File: src/rtl/inst_fetch_pkg.sv
// Shared pipeline package: opcode constants, NOP word, fetch FSM encoding.
// Imported by fetch and decode so both sides agree on encodings.
package inst_fetch_pkg;

  localparam logic [6:0] OP_JAL       = 7'b1101111;
  localparam logic [6:0] OP_JALR      = 7'b1100111;
  localparam logic [6:0] OP_BRANCH    = 7'b1100011;
  localparam logic [6:0] OP_LOAD      = 7'b0000011;
  localparam logic [6:0] OP_STORE     = 7'b0100011;
  localparam logic [6:0] OP_LUI       = 7'b0110111;
  localparam logic [6:0] OP_AUIPC     = 7'b0010111;
  localparam logic [6:0] OP_ARITH_I   = 7'b0010011;
  localparam logic [6:0] OP_ARITH_R   = 7'b0110011;
  localparam logic [6:0] OP_ARITH_IW  = 7'b0011011;
  localparam logic [6:0] OP_ARITH_RW  = 7'b0111011;

  localparam logic [31:0] NOP_INST = 32'h00000013;

  typedef enum logic [1:0] {
    S_IDLE  = 2'd0,
    S_FETCH = 2'd1,
    S_HOLD  = 2'd2,
    S_DROP  = 2'd3
  } fetch_state_t;

  typedef struct packed {
    logic        valid;
    logic [31:0] word;
  } skid_t;

endpackage

File: src/rtl/inst_fetch_jal_target_gen.sv
// JAL target generator: decodes the J-immediate and adds it to pc.
// Ports: inst (32b word), pc (64b) -> target (64b), is_jal.
module jal_target_gen
  import inst_fetch_pkg::*;
(
  input  logic [31:0] inst,
  input  logic [63:0] pc,
  output logic [63:0] target,
  output logic        is_jal
);

  logic [20:0] imm;
  logic        unused_rd;

  assign imm = {inst[31], inst[19:12], inst[20],
                inst[30:21], 1'b0};

  assign is_jal = (inst[6:0] == OP_JAL);
  assign target = pc + {{43{imm[20]}}, imm};

  // rd field is decode's business
  assign unused_rd = ^inst[11:7];

endmodule

File: src/rtl/inst_fetch.sv
// Fetch stage: holds pc, single-outstanding imem requests, skid buffer
// for decode stalls, local JAL resolution, redirect flush to NOP.
// Ports: CLK, reset (sync, high); stall, redirect_en/redirect_pc from
// downstream; imem_req/imem_addr/imem_ready/imem_rdata to memory;
// inst/PC_o/inst_valid to decode.
module inst_fetch
  import inst_fetch_pkg::*;
#(
  parameter logic [63:0] RESET_PC = 64'h0000_0000_0001_0000
) (
  input  logic        CLK,
  input  logic        reset,
  input  logic        stall,
  input  logic        redirect_en,
  input  logic [63:0] redirect_pc,
  output logic        imem_req,
  output logic [63:0] imem_addr,
  input  logic        imem_ready,
  input  logic [31:0] imem_rdata,
  output logic [31:0] inst,
  output logic [63:0] PC_o,
  output logic        inst_valid
);

  fetch_state_t state_q, state_d;

  logic [63:0] pc_q;
  logic [63:0] drop_addr_q;
  logic [63:0] tgt_pc;
  logic [63:0] pc_seq;
  logic [63:0] jal_tgt;
  logic [63:0] pc_next;
  skid_t       skid_q;
  logic [31:0] fetch_word;
  logic        is_jal;
  logic        present;
  logic        capture;
  logic        bubble;
  logic        enter_drop;

  assign tgt_pc = redirect_pc & ~64'd1;

  always_ff @(posedge CLK) begin
    if (reset) state_q <= S_IDLE;
    else       state_q <= state_d;
  end

  always_comb begin
    state_d = state_q;
    unique case (state_q)
      S_IDLE:  state_d = S_FETCH;
      S_FETCH: begin
        if (redirect_en)
          state_d = imem_ready ? S_FETCH : S_DROP;
        else if (imem_ready && stall)
          state_d = S_HOLD;
      end
      S_HOLD: begin
        if (redirect_en || !stall)
          state_d = S_FETCH;
      end
      S_DROP: begin
        // a redirect without ready just retargets pc
        if (imem_ready)
          state_d = S_FETCH;
      end
      default: state_d = S_IDLE;
    endcase
  end

  always_comb begin
    imem_req   = 1'b0;
    imem_addr  = pc_q;
    fetch_word = imem_rdata;
    present    = 1'b0;
    capture    = 1'b0;
    enter_drop = 1'b0;
    unique case (state_q)
      S_IDLE: ;
      S_FETCH: begin
        imem_req   = 1'b1;
        present    = imem_ready & ~stall & ~redirect_en;
        capture    = imem_ready & stall & ~redirect_en;
        enter_drop = redirect_en & ~imem_ready;
      end
      S_HOLD: begin
        fetch_word = skid_q.word;
        present    = ~stall & ~redirect_en & skid_q.valid;
      end
      S_DROP: begin
        // keep the stale request stable until memory answers
        imem_req  = 1'b1;
        imem_addr = drop_addr_q;
      end
      default: ;
    endcase
    bubble = redirect_en | (~present & ~stall);
  end

  jal_target_gen u_jal (
    .inst   (fetch_word),
    .pc     (pc_q),
    .target (jal_tgt),
    .is_jal (is_jal)
  );

  assign pc_seq  = pc_q + 64'd4;
  assign pc_next = is_jal ? jal_tgt : pc_seq;

  always_ff @(posedge CLK) begin
    if (reset) begin
      pc_q        <= RESET_PC;
      drop_addr_q <= RESET_PC;
      skid_q      <= '0;
      inst        <= NOP_INST;
      PC_o        <= '0;
      inst_valid  <= 1'b0;
    end else begin
      if (redirect_en)  pc_q <= tgt_pc;
      else if (present) pc_q <= pc_next;

      if (enter_drop) drop_addr_q <= pc_q;

      if (redirect_en)  skid_q <= '0;
      else if (capture) skid_q <= '{valid: 1'b1, word: imem_rdata};
      else if (present) skid_q <= '0;

      if (present) begin
        inst       <= fetch_word;
        PC_o       <= pc_q;
        inst_valid <= 1'b1;
      end else if (bubble) begin
        inst       <= NOP_INST;
        inst_valid <= 1'b0;
      end
    end
  end

endmodule

File: config.mk
export PLATFORM = sky130hd
export DESIGN_NAME = inst_fetch
export DESIGN_NICKNAME = d
export VERILOG_FILES = /design/src/rtl/inst_fetch_pkg.sv /design/src/rtl/inst_fetch_jal_target_gen.sv /design/src/rtl/inst_fetch.sv
export SDC_FILE = /design/constraint.sdc
export NUM_CORES = 1
export LEC_CHECK = 0
export CAP_MARGIN = 20
export CORE_MARGIN = 3
export CORE_UTILIZATION = 30
export DETAILED_ROUTE_END_ITERATION = 6
export GPL_TIMING_DRIVEN = 0
export PLACE_DENSITY = 0.55
export SYNTH_ARGS = -nofsm -noshare
export SYNTH_HDL_FRONTEND = slang
export SYNTH_SLANG_ARGS = --single-unit
File: constraint.sdc
create_clock -name CLK -period 5.75 [get_ports CLK]
set_clock_uncertainty 0.2 [all_clocks]
set_input_delay 1.725 -clock CLK [delete_from_list [all_inputs] [get_ports CLK]]
set_output_delay 1.725 -clock CLK [all_outputs]
set_load 0.01 [all_outputs]
==> impl_results.md <==
- Most used DFF post-synth: dfxtp_1
- Relative slew margins: 0.158
- Slowest CP cell: or4_1
- Global-route track usage on met1: 0.332
- YS warnings: 0
- Yosys reg bits: 257
- Hold Crit Start: drop_addr_q[60]
- Die extent in x: 238 µm
- Max-cap violations: 0
- Clock Latency Late Sink: 560 ps
- Total number of vias: 17.9k
- Fin crit period: approximately 5700 ps
- Core ar.: ~0.053 mm²
- DP HPWL: between 50000 and 60000 µm
- Routability cong.: 0.920
- Area grow syn2layout: 29.3%
- Min-delay worst type: register to register
- CTS tree: yes
- Wire per inst: 23.5 µm
- CTS clk-pin slew, worst paths: 60 ps
- Crit Path Class: primary input to register
- Deepest clock path buffer count: 3
- Asr flop ratio synth: 0
- CP Max Fanout: 40
- Largest net degree at the start of global routing: 41
- First-pass GRT wire length: 109000 µm
- # IOs: around 260
- Worst R2R Setup Slack: 200 ps
- Mapped cell area: 0.0161 mm²
- Root buf cell: clkbuf_16
- Busiest grt layer: met2
- Total gr overflow: 0
- Die Y-Extent: 238 µm
- Tot Pwr: around 5.2 mW
- Slowest stage delay, CP: 520 ps
- Via count of the first global-routing pass: between 15k and 20k
- IO buf count: about 260
- Pwr dens: between 200 and 300 mW/mm²
- WP data required: 6040 ps
- Fin nets: 2633
- Number of cells on the worst hold path: 2
- Final instance count without filler cells: 3170
- H-tree depth: 2
- Die Area: 0.0565 mm²
- CTS Sinks: around 260
- GR Util met2: 0.402
- Share of cells above drive strength 1: 0.0741
- DR vias/cell: 5.65
- Bufs and invs on worst path: 3
- Mean Syn Cell Area: approximately 7.5 µm²
- Leak: 7.54 nW
- Status: completed
- Critical Path, Cell by Cell: clkdlybuf4s50_1 > mux2_4 > buf_12 > ha_1 > buf_2 > nand4_1 > nor4_4 > nand2_1 > a21oi_2 > o21ai_2 > a31oi_4 > a2111oi_1 > a31o_1 > or4_1 > nand3_1
- Setup_tns: 0 ps
- Filler instances: 5537
- Worst Setup Start Kind: primary input
- EDFF count, synth: 0
- Worst slew pin tran: 1230 ps
- First drt pass iteration count: 6
- Gr usage total: 0.253
- Final ANT Viol Nets: 0
- CTS Buf Count: 34
- Post-layout instance area: 0.0208 mm²
- WHS Endpoint: drop_addr_q[60]
- Unrepaired setup endpoints after global routing: false
- Sequential element share of the synthesized area: 0.320
- Post-DP Area: 0.0196 mm²
- Final Slew Violations: 0
- Ant. Diodes: 0
- Row count: 84
- Delay-heaviest family, CP: simple AND/OR/NAND/NOR gates
- Initial Utilization: 0.304
- Tcrit/Tclk final: 0.994
- Post-CTS Setup Inserts: 0
- 1st-iter DRT viols: 1915
- Final hold violations: 0
- Cells after Synth: roughly 2.2k
- Initial antenna violation count: 1
- Met3 global-route usage: 0.0578
- Maximum clock frequency: between 150 and 200 MHz
- Placed cells: 3108
- Post-synth cell types: 79
- Max VDD drop: 0.155 mV
- Routed WL: 74300 µm
- Remaining DRCs: 0
- RR Startpoint: state_q[1]
- Worst Path Arrival: about 6000 ps
- Crit end category: register
- Reg2Reg Capture Point: pc_q[56]
- Worst R2R Path Depth: 16
- Setup violators final: 0
## sequential cells by signal (all words and copies together) (netlist names)
signal,flops
PC_o,63
drop_addr_q,63
inst,32
inst_valid,1
pc_q,63
skid_q,33
state_q,2
## cell type report
type                            count  area [µm²]  share of cell area
Buffer                            172         684              0.0329
Clock buffer                       47        1010              0.0486
Clock inverter                     14         131             0.00631
Inverter                           27         101             0.00487
Multi-Input combinational cell   1703       10200               0.491
Sequential cell                   257        5140               0.247
Tap cell                          688         861              0.0414
Timing Repair Buffer              262        2650               0.127
## per-stage QoR
stage	utilization	hold WS (ps)	worst slack, ps
after floorplan	-	233	692
after global placement	0.370	239	-1440
after detailed placement	0.371	246	-886
after CTS	0.393	254	37.4
after global routing	0.394	270	7.14
final	0.394	252	33.2
## routing by layer
metal  up-vias  part of all wire
met2       836              0.45
met5         -           0.00016
met1      8581              0.42
met3       160             0.086
li1       8333                 -
met4         2             0.044
## what timing repair did
action                     4_1_cts  5_1_grt
resized for setup               10        4
pin swaps                        0        1
setup endpoints to repair        9        8
hold buffers                     0        0
hold endpoints to repair         0        0
## where the power goes
part	internal [mW]	switching (mW)	leakage, nW
Combinational	0.437	0.692	4.89
Clock	1.29	0.896	0.568
Sequential	1.82	0.0765	2.09
## cells by family after synthesis
family | share of synthesized area
DFF | 0.320
and+or+nand+nor | 0.219
buffers and inverters | 0.0483
AOI/OAI and AO/OA | 0.253
muxes | 0.0622
other | 0.000233
adders and majority gates | 0.0588
xor gates and xnor gates | 0.0386
## cells in the mapped netlist, drive strengths merged (4+ instances only)
cell | count | area share
a211oi | 19 | 0.0089
a21boi | 5 | 0.0023
a21o | 55 | 0.026
a21oi | 317 | 0.099
a221oi | 17 | 0.0096
a22oi | 28 | 0.013
a311oi | 5 | 0.0031
a31oi | 24 | 0.010
and2 | 11 | 0.0043
and3 | 27 | 0.010
and4 | 9 | 0.0049
buf | 38 | 0.011
clkbuf | 134 | 0.031
dfxtp | 257 | 0.32
ha | 74 | 0.058
inv | 25 | 0.0058
mux2 | 80 | 0.056
mux2i | 10 | 0.0062
nand2 | 415 | 0.097
nand2b | 5 | 0.0019
nand3 | 82 | 0.026
nand4 | 33 | 0.013
nor2 | 142 | 0.033
nor2b | 7 | 0.0027
nor3 | 27 | 0.0091
nor4 | 12 | 0.0054
o2111ai | 4 | 0.0022
o211ai | 19 | 0.0089
o21a | 6 | 0.0028
o21ai | 96 | 0.030
o21bai | 17 | 0.0079
o221ai | 6 | 0.0033
o22ai | 17 | 0.0066
o31ai | 7 | 0.0033
or2 | 4 | 0.0016
or3 | 9 | 0.0035
xnor2 | 35 | 0.019
xor2 | 36 | 0.020
## how the worst max path moves through the flow
stage              startpoint       end  slack, ps  depth (start not counted)
2_1_floorplan  imem_rdata[31]  pc_q[58]        690                         13
3_3_place_gp   imem_rdata[31]  pc_q[58]      -1440                         14
3_5_place_dp   imem_rdata[31]  pc_q[58]       -890                         14
4_1_cts        imem_rdata[31]  pc_q[63]         40                         15
5_1_grt        imem_rdata[31]  pc_q[63]          7                         15
6_report       imem_rdata[31]  pc_q[63]         30                         15
## worst register-to-register path, stage by stage, from the launching register on
cell and delay, ps:
dfxtp_1 420, ha_1 200, buf_2 210, buf_2 310, clkdlybuf4s15_2 500, mux2_2 450
ha_1 360, a21oi_1 240, o21ai_1 150, o211ai_1 200, nand2b_1 200, a311oi_4 520
o311ai_1 310, o221ai_2 400, o21bai_1 150, xnor2_1 420, a31oi_1 140
## cells in the final DEF (no fill, tap or decap), drive strengths merged, types with 7 or more instances in the layout
master,netlist,final
a211oi,19,19
a21o,55,55
a21oi,317,317
a221oi,17,17
a22oi,28,28
a31oi,24,24
and2,11,11
and3,27,27
and4,9,9
buf,38,40
clkbuf,134,181
clkdlybuf4s50,0,259
clkinv,2,12
dfxtp,257,257
ha,74,74
inv,25,27
mux2,80,80
mux2i,10,10
nand2,415,415
nand3,82,82
nand4,33,33
nor2,142,142
nor2b,7,7
nor3,27,27
nor4,12,12
o211ai,19,19
o21ai,96,96
o21bai,17,17
o22ai,17,17
o31ai,7,7
or3,9,9
xnor2,35,35
xor2,36,36
No activity file was read; power rests on OpenSTA's default activity.
